$ cat config.mk
export PLATFORM = sky130hd
export DESIGN_NAME = buzzer_front_end
export DESIGN_NICKNAME = d
export VERILOG_FILES = /design/src/rtl/buzzer_front_end.sv
export SDC_FILE = /design/constraint.sdc
export NUM_CORES = 1
export LEC_CHECK = 0
export BUFFER_PORTS_ARGS = -buffer_cell sky130_fd_sc_hd__buf_2
export CAP_MARGIN = 20
export CORE_ASPECT_RATIO = 1.1
export CORE_MARGIN = 1
export CORE_UTILIZATION = 45
export DETAILED_ROUTE_END_ITERATION = 8
export SLEW_MARGIN = 10
export SYNTH_ARGS = -nofsm -noshare
export SYNTH_HDL_FRONTEND = slang
export SYNTH_SLANG_ARGS = --single-unit
$ cat constraint.sdc
create_clock -name clk -period 1.79 [get_ports clk]
set_input_delay 0.0895 -clock clk [delete_from_list [all_inputs] [get_ports clk]]
set_output_delay 0.0895 -clock clk [all_outputs]
set_load 0.02 [all_outputs]
$ cat src/rtl/buzzer_front_end.sv
`default_nettype none
// ============================================================================
//  Module   : buzzer_front_end
//  Purpose  : Input conditioner for the quiz core. Synchronises and debounces
//             the four team buttons and the judge "correct" button, produces
//             one-cycle rise events, arbitrates the first buzz while the
//             window is armed and hands the winner to the core over req/ack.
//  Ports    : clk            - system clock
//             master_reset_n - asynchronous active-low reset
//             btn_team[3:0]  - raw team buttons (bit0=A .. bit3=D)
//             btn_correct    - raw judge button
//             arm            - buzzer window open (from core)
//             lock_ack       - core accepts the current team_req
//             team_req       - team_onehot is valid
//             team_onehot    - winning team, one-hot
//             correct_pulse  - one-cycle pulse per debounced judge press
//             btn_level[4:0] - debounced levels {correct, D, C, B, A}
//             late_press     - sticky: team pressed while window was locked
//  Revision : 1.0 - initial release
// ============================================================================
module buzzer_front_end #(
  parameter int DEBOUNCE_CYCLES = 100000,
  parameter int CNT_W           = 17
) (
  input  logic       clk,
  input  logic       master_reset_n,
  input  logic [3:0] btn_team,
  input  logic       btn_correct,
  input  logic       arm,
  input  logic       lock_ack,
  output logic       team_req,
  output logic [3:0] team_onehot,
  output logic       correct_pulse,
  output logic [4:0] btn_level,
  output logic [3:0] late_press
);

  localparam int               C_NCH      = 5;
  localparam logic [CNT_W-1:0] C_CNT_LAST = CNT_W'(DEBOUNCE_CYCLES - 1);
  localparam logic [CNT_W-1:0] C_CNT_ONE  = CNT_W'(1);

  typedef enum logic [1:0] {
    ST_IDLE   = 2'd0,
    ST_OPEN   = 2'd1,
    ST_REQ    = 2'd2,
    ST_LOCKED = 2'd3
  } state_t;

  // Channel order {correct, D, C, B, A} matches btn_level.
  logic [C_NCH-1:0] w_raw;
  logic [C_NCH-1:0] sync1_q, sync2_q;
  logic [CNT_W-1:0] cnt_q [C_NCH];
  logic [CNT_W-1:0] cnt_d [C_NCH];
  logic [C_NCH-1:0] stable_q, stable_d;
  logic [C_NCH-1:0] stable_dly_q;
  logic [C_NCH-1:0] rise_q;

  state_t     state_q, state_d;
  logic       team_req_q, team_req_d;
  logic [3:0] onehot_q, onehot_d;
  logic [3:0] late_q, late_d;
  logic [3:0] w_team_rise;
  logic [3:0] w_pick;

  assign w_raw = {btn_correct, btn_team};

  // Debounce: the counter measures how long the synchronised input has
  // disagreed with the stable level; any agreement restarts the measurement.
  always_comb begin
    stable_d = stable_q;
    for (int i = 0; i < C_NCH; i++) begin
      cnt_d[i] = cnt_q[i];
      if (sync2_q[i] == stable_q[i]) begin
        cnt_d[i] = '0;
      end else if (cnt_q[i] == C_CNT_LAST) begin
        stable_d[i] = sync2_q[i];
        cnt_d[i]    = '0;
      end else begin
        cnt_d[i] = cnt_q[i] + C_CNT_ONE;
      end
    end
  end

  always_ff @(posedge clk or negedge master_reset_n) begin
    if (!master_reset_n) begin
      sync1_q      <= '0;
      sync2_q      <= '0;
      stable_q     <= '0;
      stable_dly_q <= '0;
      rise_q       <= '0;
      for (int i = 0; i < C_NCH; i++) begin
        cnt_q[i] <= '0;
      end
    end else begin
      sync1_q      <= w_raw;
      sync2_q      <= sync1_q;
      stable_q     <= stable_d;
      stable_dly_q <= stable_q;
      rise_q       <= stable_q & ~stable_dly_q;
      for (int i = 0; i < C_NCH; i++) begin
        cnt_q[i] <= cnt_d[i];
      end
    end
  end

  assign w_team_rise = rise_q[3:0];
  // Isolate the lowest set bit: A (bit0) has the highest priority.
  assign w_pick      = w_team_rise & (~w_team_rise + 4'd1);

  always_comb begin
    state_d    = state_q;
    team_req_d = team_req_q;
    onehot_d   = onehot_q;
    late_d     = late_q;
    case (state_q)
      ST_IDLE: begin
        team_req_d = 1'b0;
        onehot_d   = '0;
        if (arm) begin
          state_d = ST_OPEN;
          late_d  = '0;
        end
      end
      ST_OPEN: begin
        // A closed window overrides a coincident rise.
        if (!arm) begin
          state_d = ST_IDLE;
        end else if (|w_team_rise) begin
          onehot_d   = w_pick;
          team_req_d = 1'b1;
          state_d    = ST_REQ;
        end
      end
      ST_REQ: begin
        if (lock_ack) begin
          state_d    = ST_LOCKED;
          team_req_d = 1'b0;
        end else if (!arm) begin
          state_d    = ST_IDLE;
          team_req_d = 1'b0;
          onehot_d   = '0;
        end
      end
      ST_LOCKED: begin
        if (!arm) begin
          state_d  = ST_IDLE;
          onehot_d = '0;
        end
      end
      default: begin
        state_d    = ST_IDLE;
        team_req_d = 1'b0;
        onehot_d   = '0;
      end
    endcase
    // Applied after the clear above so a set in the same cycle wins.
    if (state_q == ST_REQ || state_q == ST_LOCKED) begin
      late_d = late_d | w_team_rise;
    end
  end

  always_ff @(posedge clk or negedge master_reset_n) begin
    if (!master_reset_n) begin
      state_q    <= ST_IDLE;
      team_req_q <= 1'b0;
      onehot_q   <= '0;
      late_q     <= '0;
    end else begin
      state_q    <= state_d;
      team_req_q <= team_req_d;
      onehot_q   <= onehot_d;
      late_q     <= late_d;
    end
  end

  assign team_req      = team_req_q;
  assign team_onehot   = onehot_q;
  assign correct_pulse = rise_q[4];
  assign btn_level     = stable_q;
  assign late_press    = late_q;

endmodule
`default_nettype wire

==> results.json <==
{
  "status": "finished, final reports clean",
  "synth_top_flop_cell": "dfrtp_1",
  "cts_sinks": 121,
  "min_period_ns": 1.69,
  "worst_slack_ns": 0.0951,
  "final_nets": 604,
  "rows": 41,
  "insertion_delay_ns": 0.42,
  "finalCritPeriodShare_pct": 94.7,
  "cts_tree": "built",
  "antenna_found_initial": 0,
  "crit_path_max_incr_delay_ns": 0.50,
  "use_met1_pct": 23.8,
  "stdcell_area_um2": 6600,
  "grt_use_total_pct": 18.4,
  "setup_viol": 0,
  "drv_cap": 0,
  "hpwl_mm": 6.96,
  "worst-slew-pin-transition_ns": 0.392,
  "rr_startpoint": "cnt_q[17]",
  "synth_seq_cells": 121,
  "layout_common_cells": "dfrtp_1, nor2_1, xnor2_1, nand2_1, nand4_1",
  "fmax_mhz": 590,
  "end_kind": "flop",
  "tritoncts.num_buffers": 17,
  "grt_max_degree": 45,
  "hp-start": "lock_ack",
  "htreeDepth": 4,
  "grt_pass1_wl_mm": 18.0,
  "drcViolationCount": 0,
  "die_width_um": 107,
  "antenna_cells": 0,
  "reg2reg_to": "cnt_q[33]",
  "root_buffer": "clkbuf_16",
  "relSlewSlack_pct": 73.6,
  "numPortBuffers": 23,
  "whs_ns": 0.0636,
  "area_growth_pct": 20.5,
  "ant_nets": 0,
  "syn_inst": 531,
  "clk_pin_slew_ns": 0.06,
  "dr.pass1.iters": 4,
  "detail_route.wl_per_cell_um": 13.6,
  "start_util_pct": 47.0,
  "dp_slack_ns": 0.0598,
  "yosysUniqueCellTypes": 35,
  "syn_area_um2": 5480,
  "synthArstFlopShare_pct": 100,
  "num_io_pins": 24,
  "cts.path.max_buffers": 2,
  "finClkSkew_ns": 0.00603,
  "final_common_cell": "dfrtp_1",
  "wl_mm": 10.3,
  "vias": 3891,
  "met2_usage_pct": 27.3,
  "ir_drop_v": 0.000726,
  "fillCellCount": 994,
  "die_area_um2": 12600,
  "fin_setup_tns_ns": 0,
  "hold_viol_final": 0,
  "path_cells": "ha_2, and4_2, nand2_1, or4_1, a21oi_1",
  "min_to": "state_q[0]",
  "placed_area_um2": 5900,
  "slowest_stage": "or4_1",
  "path_max_fanout": 4,
  "syn_nets": 545,
  "syn_area_per_cell_um2": 10.3,
  "drt_iter0_drc": 186,
  "reg2reg_slack_ns": 0.1,
  "place_congestion": 0.849,
  "cellPowerDensity_nw_per_um2": 981,
  "busiest_layer": "met2",
  "slew_violations": 0,
  "vias_per_cell": 5.17,
  "critPathKind": "reg2reg",
  "regArea_um2": 3030,
  "required_ns": 2.13,
  "globalRoute.totalOverflow": 0,
  "synth_edf_count": 0,
  "hold_class": "in2reg",
  "drive_gt1_share_pct": 15.3,
  "yosysSeqAreaShare_pct": 55.3,
  "rsz0062_at_grt": "false",
  "met3_usage_pct": 6.76,
  "utilization_pct": 56.7,
  "multi_input_area_um2": 2350,
  "cp.arrival_ns": 2.03,
  "grt_pass1_vias": 3874,
  "startpoint_type": "flop",
  "placeableCoreArea_um2": 11600,
  "hold_depth": 5,
  "die_h_um": 118,
  "leakagePower_nw": 2.75,
  "r2r_cells": 5,
  "yosys_warnings": 0
}
Yosys cell counts (2+ instances only):
master / instances / area, µm²
a21oi_1: 11 / 55.1
a41o_1: 3 / 30.0
and4_1: 4 / 35.0
buf_2: 6 / 30.0
clkbuf_1: 4 / 15.0
dfrtp_1: 121 / 3030
ha_1: 5 / 62.6
inv_1: 17 / 63.8
mux2_2: 9 / 101
nand2_1: 33 / 124
nand2b_1: 4 / 25.0
nand3_1: 23 / 115
nand4_1: 26 / 163
nand4_2: 2 / 25.0
nand4bb_1: 3 / 33.8
nor2_1: 103 / 387
nor2b_1: 8 / 50.1
nor3_1: 24 / 120
nor4_1: 23 / 144
nor4b_1: 3 / 26.3
nor4bb_1: 2 / 20.0
o21ai_0: 3 / 15.0
o31ai_1: 4 / 30.0
or3_1: 2 / 12.5
or3_4: 2 / 22.5
or4_1: 4 / 30.0
xnor2_1: 59 / 517
xor2_1: 16 / 140
cell type report:
cell class	count	area share [%]
clock inverter	15	2.66
timing repair buffer	50	5.54
inverter	17	0.967
clock buffer	17	6.45
sequential	121	45.9
multi-input combinational	383	35.7
tap	150	2.84
where the power goes:
group | total (mW) | switching [mW] | leakage (nW) | internal [mW]
Combinational | 0.209 | 0.127 | 0.803 | 0.0825
Clock | 3.44 | 1.26 | 0.298 | 2.19
Sequential | 2.82 | 0.0395 | 1.65 | 2.78
critical path, delay by kind of cell (launching register included):
family                     cells  cell delay (ns)
AOI/OAI and AO/OA              1             0.17
adders and majority gates      1             0.22
DFF                            1             0.38
and+or+nand+nor                3             0.84
flip-flops by register name, summed over array words and instances (netlist names):
register and flops:
state_q 2, cnt_q 85, sync1_q 5, rise_q 5, team_onehot 4, sync2_q 5, stable_dly_q 5, btn_level 5
team_req 1, late_press 4
cells by family (layout without fill, tap and decap cells):
family	count (synthesis)	in the layout	synth area share, %
compound gates	25	25	2.97
fa+ha+maj	5	5	1.14
flops	121	121	55.3
mux	9	9	1.85
simple gates	269	269	24.8
buf+inv	27	99	1.99
xor+xnor	75	75	12.0
routing by layer:
metal / up-vias / routed length, µm
met5: - / 0
met4: 0 / 172
met3: 15 / 468
met2: 52 / 4670
met1: 1863 / 4940
li1: 1961 / -
worst max path at each step:
stage                    from         to  slack, ns  depth (start not counted)
floorplan           cnt_q[51]  cnt_q[59]       0.13                          6
global placement    cnt_q[68]  cnt_q[84]       0.14                          5
detailed placement  cnt_q[17]  cnt_q[33]       0.06                          5
CTS                 cnt_q[17]  cnt_q[33]       0.07                          5
global route        cnt_q[51]  cnt_q[67]      0.004                          5
finish              cnt_q[17]  cnt_q[33]        0.1                          5
through the flow:
step	power, mW	instances
6_report	6.47	753
3_5_place_dp	3.07	712
2_1_floorplan	2.95	531
3_3_place_gp	3.06	712
4_1_cts	6.57	752
5_1_grt	6.72	753
repair_timing:
| item | CTS | global route |
|---|---|---|
| hold buffers | 8 | 0 |
| setup endpoints to repair | 0 | 3 |
| setup buffers | 0 | 1 |
| resized for setup | 0 | 4 |
| endpoints found under the hold margin | 128 | 0 |
No activity file was read; power rests on OpenSTA's default activity.
